File: config.mk
export PLATFORM = sky130hd
export DESIGN_NAME = pe_psum_drain
export DESIGN_NICKNAME = d
export VERILOG_FILES = /design/src/rtl/pe_pkg.sv /design/src/rtl/pe_requant.sv /design/src/rtl/pe_psum_drain.sv
export SDC_FILE = /design/constraint.sdc
export NUM_CORES = 1
export LEC_CHECK = 0
export ABC_CLOCK_PERIOD_IN_PS = 9000
export BUFFER_PORTS_ARGS = -buffer_cell sky130_fd_sc_hd__buf_4
export CAP_MARGIN = 20
export CORE_MARGIN = 4
export CORE_UTILIZATION = 25
export DETAILED_ROUTE_END_ITERATION = 12
export GPL_TIMING_DRIVEN = 0
export PLACE_DENSITY = 0.52
export SYNTH_ARGS = -nofsm -noshare
export SYNTH_HDL_FRONTEND = slang
export SYNTH_SLANG_ARGS = --single-unit
export TNS_END_PERCENT = 100
File: constraint.sdc
create_clock -name i_clk -period 9 [get_ports i_clk]
set_input_delay 1.8 -clock i_clk [delete_from_list [all_inputs] [get_ports i_clk]]
set_output_delay 1.8 -clock i_clk [all_outputs]
set_load 0.005 [all_outputs]
File: src/rtl/pe_pkg.sv
// Shared PE definitions: partial-sum/activation types and drain FSM states.
package pe_pkg;
  localparam int NUM_BUF = 10;
  localparam int PSUM_W  = 36;
  localparam int OUT_W   = 16;
  localparam int SHIFT_W = 6;
  localparam int IDX_W   = $clog2(NUM_BUF);

  typedef logic signed [PSUM_W-1:0] psum_t;
  typedef logic signed [OUT_W-1:0]  act_t;

  typedef enum logic {IDLE, DRAIN} drain_state_e;
endpackage

File: src/rtl/pe_requant.sv
// Combinational requantizer: optional ReLU, round-half-up arithmetic right shift,
// signed saturation from PSUM_W down to OUT_W.
module pe_requant
  import pe_pkg::*;
(
  input  psum_t              i_x,
  input  logic               i_relu,
  input  logic [SHIFT_W-1:0] i_shift,
  output act_t               o_y
);
  // One extra bit so adding the rounding constant can never overflow.
  typedef logic signed [PSUM_W:0] wide_t;

  localparam wide_t SAT_MAX = wide_t'((1 << (OUT_W - 1)) - 1);
  localparam wide_t SAT_MIN = -SAT_MAX - wide_t'(1);

  wide_t w_r;
  wide_t w_sum;
  wide_t w_s;

  always_comb begin
    // NOTE: every variable gets a value on every path, so no latch is inferred.
    w_r   = (i_relu && i_x < 0) ? '0 : wide_t'(i_x);
    w_sum = w_r;
    if (i_shift != '0) begin
      w_sum = w_r + (wide_t'(1) <<< (i_shift - SHIFT_W'(1)));
    end
    w_s = w_sum >>> i_shift;

    if (w_s > SAT_MAX) begin
      o_y = act_t'(SAT_MAX);
    end else if (w_s < SAT_MIN) begin
      o_y = act_t'(SAT_MIN);
    end else begin
      o_y = act_t'(w_s);
    end
  end
endmodule

File: src/rtl/pe_psum_drain.sv
// Snapshots the reducer's partial sums on i_finish and streams requantized
// activations out one per beat over a valid/ready handshake.
module pe_psum_drain
  import pe_pkg::*;
(
  input  logic                             i_clk,
  input  logic                             i_rst,
  input  logic                             i_finish,
  input  logic [NUM_BUF-1:0][PSUM_W-1:0]   i_buf,
  input  logic                             i_relu_en,
  input  logic [SHIFT_W-1:0]               i_shift,
  input  logic                             i_ready,
  output logic                             o_valid,
  output act_t                             o_data,
  output logic [IDX_W-1:0]                 o_idx,
  output logic                             o_last,
  output logic                             o_busy,
  output logic                             o_done,
  output logic                             o_overrun
);
  drain_state_e                     r_state;
  logic [NUM_BUF-1:0][PSUM_W-1:0]   r_snap;
  logic                             r_relu;
  logic [SHIFT_W-1:0]               r_shift;
  logic                             r_valid;
  act_t                             r_data;
  logic [IDX_W-1:0]                 r_idx;
  logic                             r_last;
  logic                             r_busy;
  logic                             r_done;
  logic                             r_overrun;

  logic                             w_accept;
  logic                             w_load;
  logic [IDX_W-1:0]                 w_next_idx;
  psum_t                            w_req_x;
  logic                             w_req_relu;
  logic [SHIFT_W-1:0]               w_req_shift;
  act_t                             w_req_y;

  // The single requantizer sees either the incoming buffer (fresh snapshot)
  // or the held snapshot at the next index, so o_data can be registered.
  always_comb begin
    w_accept    = r_valid && i_ready;
    w_load      = i_finish && (r_state == IDLE || (w_accept && r_last));
    w_next_idx  = r_last ? '0 : r_idx + IDX_W'(1);
    w_req_x     = psum_t'(r_snap[w_next_idx]);
    w_req_relu  = r_relu;
    w_req_shift = r_shift;
    if (w_load) begin
      w_req_x     = psum_t'(i_buf[0]);
      w_req_relu  = i_relu_en;
      w_req_shift = i_shift;
    end
  end

  pe_requant u_requant (
    .i_x     (w_req_x),
    .i_relu  (w_req_relu),
    .i_shift (w_req_shift),
    .o_y     (w_req_y)
  );

  always_ff @(posedge i_clk) begin
    if (i_rst) begin
      r_state   <= IDLE;
      // NOTE: the snapshot is a plain register array, so clearing it on reset is cheap and makes the idle state fully defined.
      r_snap    <= '0;
      r_relu    <= 1'b0;
      r_shift   <= '0;
      r_valid   <= 1'b0;
      r_data    <= '0;
      r_idx     <= '0;
      r_last    <= 1'b0;
      r_busy    <= 1'b0;
      r_done    <= 1'b0;
      r_overrun <= 1'b0;
    end else begin
      // NOTE: non-blocking assignments here; later statements override earlier ones within the same edge.
      r_done <= 1'b0;
      case (r_state)
        IDLE: ;
        DRAIN: begin
          if (i_finish && !(w_accept && r_last)) begin
            r_overrun <= 1'b1;
          end
          if (w_accept) begin
            if (r_last) begin
              r_done  <= 1'b1;
              r_state <= IDLE;
              r_valid <= 1'b0;
              r_busy  <= 1'b0;
              r_idx   <= '0;
              r_last  <= 1'b0;
            end else begin
              r_idx  <= w_next_idx;
              r_last <= (w_next_idx == IDX_W'(NUM_BUF - 1));
              r_data <= w_req_y;
            end
          end
        end
        default: r_state <= IDLE;
      endcase

      // A new snapshot wins over the return to IDLE on a coincident final accept.
      if (w_load) begin
        r_snap  <= i_buf;
        r_relu  <= i_relu_en;
        r_shift <= i_shift;
        r_state <= DRAIN;
        r_valid <= 1'b1;
        r_busy  <= 1'b1;
        r_idx   <= '0;
        r_last  <= (NUM_BUF == 1);
        r_data  <= w_req_y;
      end
    end
  end

  assign o_valid   = r_valid;
  assign o_data    = r_data;
  assign o_idx     = r_idx;
  assign o_last    = r_last;
  assign o_busy    = r_busy;
  assign o_done    = r_done;
  assign o_overrun = r_overrun;
endmodule
; Word level (Yosys, flattened, before mapping)
; Index checks and enable logic that the tools add are counted.
[word_totals]
mem_bits_ro = 0
out_inout_bits = 25
latchBits = 0
wordCells = 74
reg_bits = 392
ram_bits = 0
in_bits = 371
n_memories = 0
[op_classes]
muxes = 25
n_div = 0
n_mul = 0
bitwise_logic = 2
n_eq_ne = 2
n_shift = 2
add_sub_neg = 3
reduce_logical = 17
magnitude_cmp = 4
[op_table]
columns = cell, count
row1 = $bmux W36 S4, 1
row2 = $mux W16, 6
row3 = $mux W37, 2
row4 = $mux W36, 2
row5 = $add A37 B37 Y37, 1
row6 = $gt A37 B16 Y1 const B, 1
row7 = $lt A37 B16 Y1 const B, 1
row8 = $sshl A2 B6 Y37 const A, 1
row9 = $sshr A37 B6 Y37, 1
row10 = $lt A36 B1 Y1 const B, 1
row11 = $mux W1, 11
row12 = $mux W4, 2
row13 = $mux W6, 1
row14 = $reduce_and A3 Y1, 2
row15 = $reduce_bool A2 Y1, 3
row16 = $reduce_bool A6 Y1, 1
row17 = $sub A6 B1 Y6 const B, 1
row18 = $logic_and A1 B1 Y1, 5
row19 = $lt A4 B5 Y1 const B, 1
row20 = $add A4 B1 Y4 const B, 1
row21 = $eq A4 B4 Y1 const B, 1
row22 = $reduce_and A2 Y1, 2
row23 = $reduce_or A3 Y1, 1
row24 = $ne A2 B1 Y1 const B, 1
row25 = other kinds (4), 5

; Longest topological paths before layout
[depth]
depth_word = 18
mapped_depth = 33

; Cells and area by module
; A second synthesis with hierarchy kept.
[unflattened]
hier_cells = 3216
hier_area_um2 = 23306.1
[modules_own_cells]
columns = module, area_each_um2, instances, cells_per_inst
row1 = pe_psum_drain, 16744.8, 1, 2183
row2 = pe_requant, 6561.3, 1, 1033

; Worst setup path before layout
; Ideal clock, no wire load.
[synth_path]
kind = input to register
from = input i_finish
to = register r_data[3] (netlist: o_data[3])
setup_slack_ps = 1116
n_path_buf = 11
arrival_time_ps = 7755
setup_time_ps = 128
cell_stages = 30
path_cell_list = nand4_1 > nand2_1 > buf_6 > buf_2 > mux2i_1 > clkbuf_1 > clkbuf_1 > clkbuf_1 > clkbuf_1 > nor3_1 > ha_1 > buf_2 > a211oi_1 > nor2_1 > nor4_1 > a21oi_1 > a21o_1 > a211oi_1 > or4_1 > buf_4 > and2_1 > buf_6 > buf_4 > nor2_1 > a2111oi_0 > nand4_1 > o32ai_1 > a32o_2 > buf_6 > o22ai_1
[synth_via]
elab_chain_cells = 15
word_cells_on_any_way = 25
[synth_rtl]
columns = element, line
row1 = "start, declared", pe_psum_drain.sv:8  ; input logic i_finish,
row2 = $logic_and A1 B1 Y1 (*), pe_psum_drain.sv:45  ; w_load = i_finish && (r_state == IDLE || (w_accept && r_last));
row3 = $mux W36, pe_psum_drain.sv:50  ; if (w_load) begin
row4 = $lt A36 B1 Y1, pe_requant.sv:23  ; w_r = (i_relu && i_x < 0) ? '0 : wide_t'(i_x);
row5 = $logic_and A1 B1 Y1, pe_requant.sv:23
row6 = $mux W37, pe_requant.sv:23
row7 = $add A37 B37 Y37, pe_requant.sv:26  ; w_sum = w_r + (wide_t'(1) <<< (i_shift - SHIFT_W'(1)));
row8 = $mux W37, pe_requant.sv:25  ; if (i_shift != '0) begin
row9 = $sshr A37 B6 Y37, pe_requant.sv:28  ; w_s = w_sum >>> i_shift;
row10 = $lt A37 B16 Y1, pe_requant.sv:32  ; end else if (w_s < SAT_MIN) begin
row11 = $mux W16, pe_requant.sv:32
row12 = $mux W16, pe_requant.sv:30  ; if (w_s > SAT_MAX) begin
row13 = $mux W16, pe_psum_drain.sv:88  ; if (r_last) begin
row14 = $mux W16, pe_psum_drain.sv:87  ; if (w_accept) begin
row15 = $mux W16, pe_psum_drain.sv:81  ; case (r_state)
row16 = $mux W16, pe_psum_drain.sv:106  ; if (w_load) begin
row17 = "end signal, assigned", pe_psum_drain.sv:98  ; r_data <= w_req_y;
row18 = "end signal, assigned", pe_psum_drain.sv:115  ; r_data <= w_req_y;
row19 = "end, declared", pe_psum_drain.sv:26  ; act_t r_data;
; Mark *: on every way between the ends. The rest lies on a longest branch, timed or not. The select of a mux whose other input is x is not followed.
; A chain may end at the register's enable or synchronous reset.

; Worst setup path in the final report
[layout_path]
from = register r_last (netlist: o_last)
to = register r_data[13] (netlist: o_data[13])
[layout_via]
elab_chain_cells = 17
word_cells_on_any_way = 30
[layout_rtl]
columns = element, line
row1 = "start, declared", pe_psum_drain.sv:28  ; logic r_last;
row2 = "start signal, assigned", pe_psum_drain.sv:97  ; r_last <= (w_next_idx == IDX_W'(NUM_BUF - 1));
row3 = "start signal, assigned", pe_psum_drain.sv:114  ; r_last <= (NUM_BUF == 1);
row4 = $mux W4 or $logic_and A1 B1 Y1 (tied branches), "pe_psum_drain.sv:46, pe_psum_drain.sv:45"
row5 = $bmux W36 S4 or $logic_or A1 B1 Y1 (tied branches), "pe_psum_drain.sv:47, pe_psum_drain.sv:45"
row6 = $mux W36 (implied by the code) or $logic_and A1 B1 Y1 (tied branches), "pe_psum_drain.sv:47, pe_psum_drain.sv:45"
row7 = $mux W36, pe_psum_drain.sv:50
row8 = $lt A36 B1 Y1, pe_requant.sv:23
row9 = $logic_and A1 B1 Y1, pe_requant.sv:23
row10 = $mux W37, pe_requant.sv:23
row11 = $add A37 B37 Y37, pe_requant.sv:26
row12 = $mux W37, pe_requant.sv:25
row13 = $sshr A37 B6 Y37, pe_requant.sv:28
row14 = $lt A37 B16 Y1, pe_requant.sv:32
row15 = $mux W16, pe_requant.sv:32
row16 = $mux W16, pe_requant.sv:30
row17 = $mux W16, pe_psum_drain.sv:88
row18 = $mux W16, pe_psum_drain.sv:87
row19 = $mux W16, pe_psum_drain.sv:81
row20 = $mux W16, pe_psum_drain.sv:106
; Parallel ways exist; a longest one is shown, timed or not. The select of a mux whose other input is x is not followed.

==> results by group <==
Yosys
  • Top post-synthesis cells by count: 951 x nand2_1, 486 x a21oi_1, 392 x dfxtp_1
  • Sequential area share after synthesis: 33.73%
  • Cell count after synthesis: 3240
  • Syn nets: 3649
  • Top-area cell type share of the netlist area: 33.73%
  • Async SR Flop Fraction: 0%
  • Yosys top cell by area: dfxtp_1
  • Cell variety after synth: 97
  • Top_reg_cell synth: dfxtp_1
  • Top cells by area, synth: dfxtp_1 34%, nand2_1 15%, a21oi_1 10%
  • Synth Warn #: 0
  • EDFF count, synth: 0
  • Post-Syn Area per Cell: 7.180 µm²
  • Synthesized area: 23260 µm²
  • Register bit total from synthesis: 392
  • Top-count cell post-synth: nand2_1

STA
  • Worst slew margin: -2.483%
  • Fmax: 113.3 MHz
  • Tcrit/Tclk final: 98.04%
  • Final setup vio count: 0
  • Skew final: 58.34 ps
  • Slew Viols, Final: 2
  • Hold Fails Final Rpt: 0
  • RSZ-0062 raised after global routing: no
  • Worst Max-Slew Pin Slew: 1537 ps
  • Fin Setup TNS: 0 ps
  • Final Critical Period: 8824 ps
  • Fin worst setup slack: 176.3 ps

Power
  • Static Leak: 11.35 nW
  • IR drop worst, VDD: 114.6 µV
  • Pwr/cell area: 171.1 nW/µm²

Floorplanning
  • I/O Pins: 396
  • Die Span X: 313.1 µm
  • Initial Utilization: 25.30%
  • Die Footprint: 98000 µm²
  • Height of the die: 313.1 µm
  • Number of placement rows: 111
  • Core footprint: 91940 µm²

Worst setup path
  • Crit Path Class: reg -> reg
  • Worst setup EP type: flop
  • Worst-path fanout max: 10
  • Worst EP arrival: 9290 ps
  • Data required, critical path: 9470 ps
  • Critical Path Start Type: flop

Route
  • WL/cell: 26.64 µm
  • 1st-iter DRT viols: 3143
  • Vias per inst: 5.489
  • Vias: 27315
  • Final WL: 132600 µm
  • Drt pass-1 iters: 6
  • DRC errors left: 0
  • Antenna viol nets, final: 0

Clock network
  • Clock Pin Slew Worst Setup and Hold Paths: 60 ps
  • CTS Buf Count: 43
  • Clock Latency Late Sink: 620 ps
  • CTS sink cnt: 392
  • CTS tree: built
  • CTS root buf: clkbuf_16
  • H-Tree Depth: 2
  • CTS Buffer Depth: 3

Status
  • Failing checks: slew limit
  • Outcome: finished with violations

Global routing
  • Antenna violations before repair: 11
  • Overflow after GRT: 0
  • Largest net degree at the start of global routing: 14
  • All-Layer GR Usage: 25.70%
  • Global-route wire length before repair: 186200 µm
  • Number of global-route vias before repair: 26177

Cells and area
  • Layout overhead on the synthesized area: 27.66%
  • Multi-input gate area: 14510 µm²
  • Design Area, Final: 29700 µm²
  • Number of nets in the layout: 4105
  • Layout cell share with drive strength beyond 1: 18.13%
  • Non-filler cells, final: 4976
  • Filler Cells Inserted: 10372
  • Register area: 7848 µm²

Place
  • Pre-CTS WS: -2393 ps
  • Port bufs: 394
  • HPWL Detailed: 108200 µm
  • RePlAce Congestion: 0.9703
  • Area after DPL: 27810 µm²
  • Post-placement cell count: 4880

Hold path
  • Hold Path Class: reg -> reg

Flow run
  • Max cap viols: 0
[layer usage]
| layer | track usage [%] | part of all wire [%] | up-vias |
|---|---|---|---|
| met1 | 33.44 | 41 | 13254 |
| met4 | 9.358 | 4.2 | 12 |
| met2 | 42.30 | 46 | 1325 |
| li1 | - | - | 12473 |
| met5 | 0 | 0.060 | - |
| met3 | 4.965 | 8.5 | 251 |
[placed cells by master, fill, tap and decap left out, types with 21 or more instances in the layout]
master and instances:
a211oi_1 26, o211ai_1 26, clkbuf_1 198, nand3_1 55, mux2i_1 74, buf_2 38
and2_1 21, dfxtp_1 392, nand4_1 33, a21oi_1 481, o21ai_0 76, a21o_1 22
a31oi_1 23, clkbuf_16 43, o221ai_1 38, o22ai_1 26, nor2_1 174, nand2_1 950
ha_1 37, buf_4 416, nor3_1 80
[worst paths after layout]
check	start	endpoint	slack, ps	depth (start not counted)
max	o_last	o_data[13]	180	27
min	r_snap[127]	r_snap[127]	450	2
max reg2reg	o_last	o_data[13]	180	27
min reg2reg	r_snap[127]	r_snap[127]	450	2
[sequential cells by signal, summed over array words and instances, names as in the netlist]
signal and count:
o_done 1, r_relu 1, r_shift 6, o_last 1, r_snap 360, o_busy 1
o_data 16, o_overrun 1, o_idx 4, r_state 1
[stage by stage]
step	util, %	power (mW)	hold slack (ps)
2_1_floorplan	-	2.632	431.3
3_3_place_gp	30.21	3.235	438.9
3_5_place_dp	30.24	3.231	445.8
4_1_cts	32.01	5.039	453.9
5_1_grt	32.29	5.246	466.9
6_report	32.30	5.081	452.2
[worst max-delay path: stages, from the launching register on]
cell	delay [ps]
dfxtp_1	610
buf_2	320
buf_2	240
buf_1	450
clkbuf_1	770
nor3b_1	110
a2111oi_0	470
a211oi_1	100
a31oi_1	300
o221ai_1	350
and2_1	290
ha_1	260
clkbuf_1	250
a21oi_1	380
o21ai_0	230
a22oi_1	640
nand4_1	330
nand2_1	150
xnor2_1	160
nand2_1	160
a31oi_1	330
o21ai_0	360
o221ai_1	440
nor2_1	80
and4b_1	220
a32o_2	330
buf_6	170
a211oi_1	180
[what timing repair did]
action                                  4_1_cts  5_1_grt
setup buffers                                 5       10
pin swaps                                     3        6
endpoints found under the setup margin       15       15
resized for setup                            46       60
hold buffers                                  0        0
gates cloned                                  0        0
[cell type report]
class,count,share of cell area [%]
multi-input cells,2560,48.87
flip-flops and latches,392,26.42
repair buffers,413,10.51
well taps,1243,5.236
clock buffers,65,4.305
plain buffers,269,3.901
clock inverters,12,0.5013
inverters,17,0.2148
diodes,5,0.04213
[kinds of logic (layout without fill, tap and decap cells)]
family | Yosys count | in the layout | synth area share, %
adder cells (fa/ha/maj) | 38 | 38 | 2.076
AO/OA/AOI/OAI | 968 | 968 | 26.64
buffers and inverters | 288 | 776 | 5.120
flip-flops | 392 | 392 | 33.73
XOR/XNOR | 25 | 25 | 0.9734
multiplexers | 114 | 114 | 5.991
AND/OR/NAND/NOR | 1415 | 1415 | 25.47
other | 0 | 5 | 0
[power breakdown]
group / switching, mW / internal [mW] / total, mW
logic: 0.894 / 0.466 / 1.36
registers: 0.0661 / 1.84 / 1.91
clock network: 0.792 / 1.02 / 1.81
total: 1.75 / 3.33 / 5.08
(Power assumes the default switching activity.)
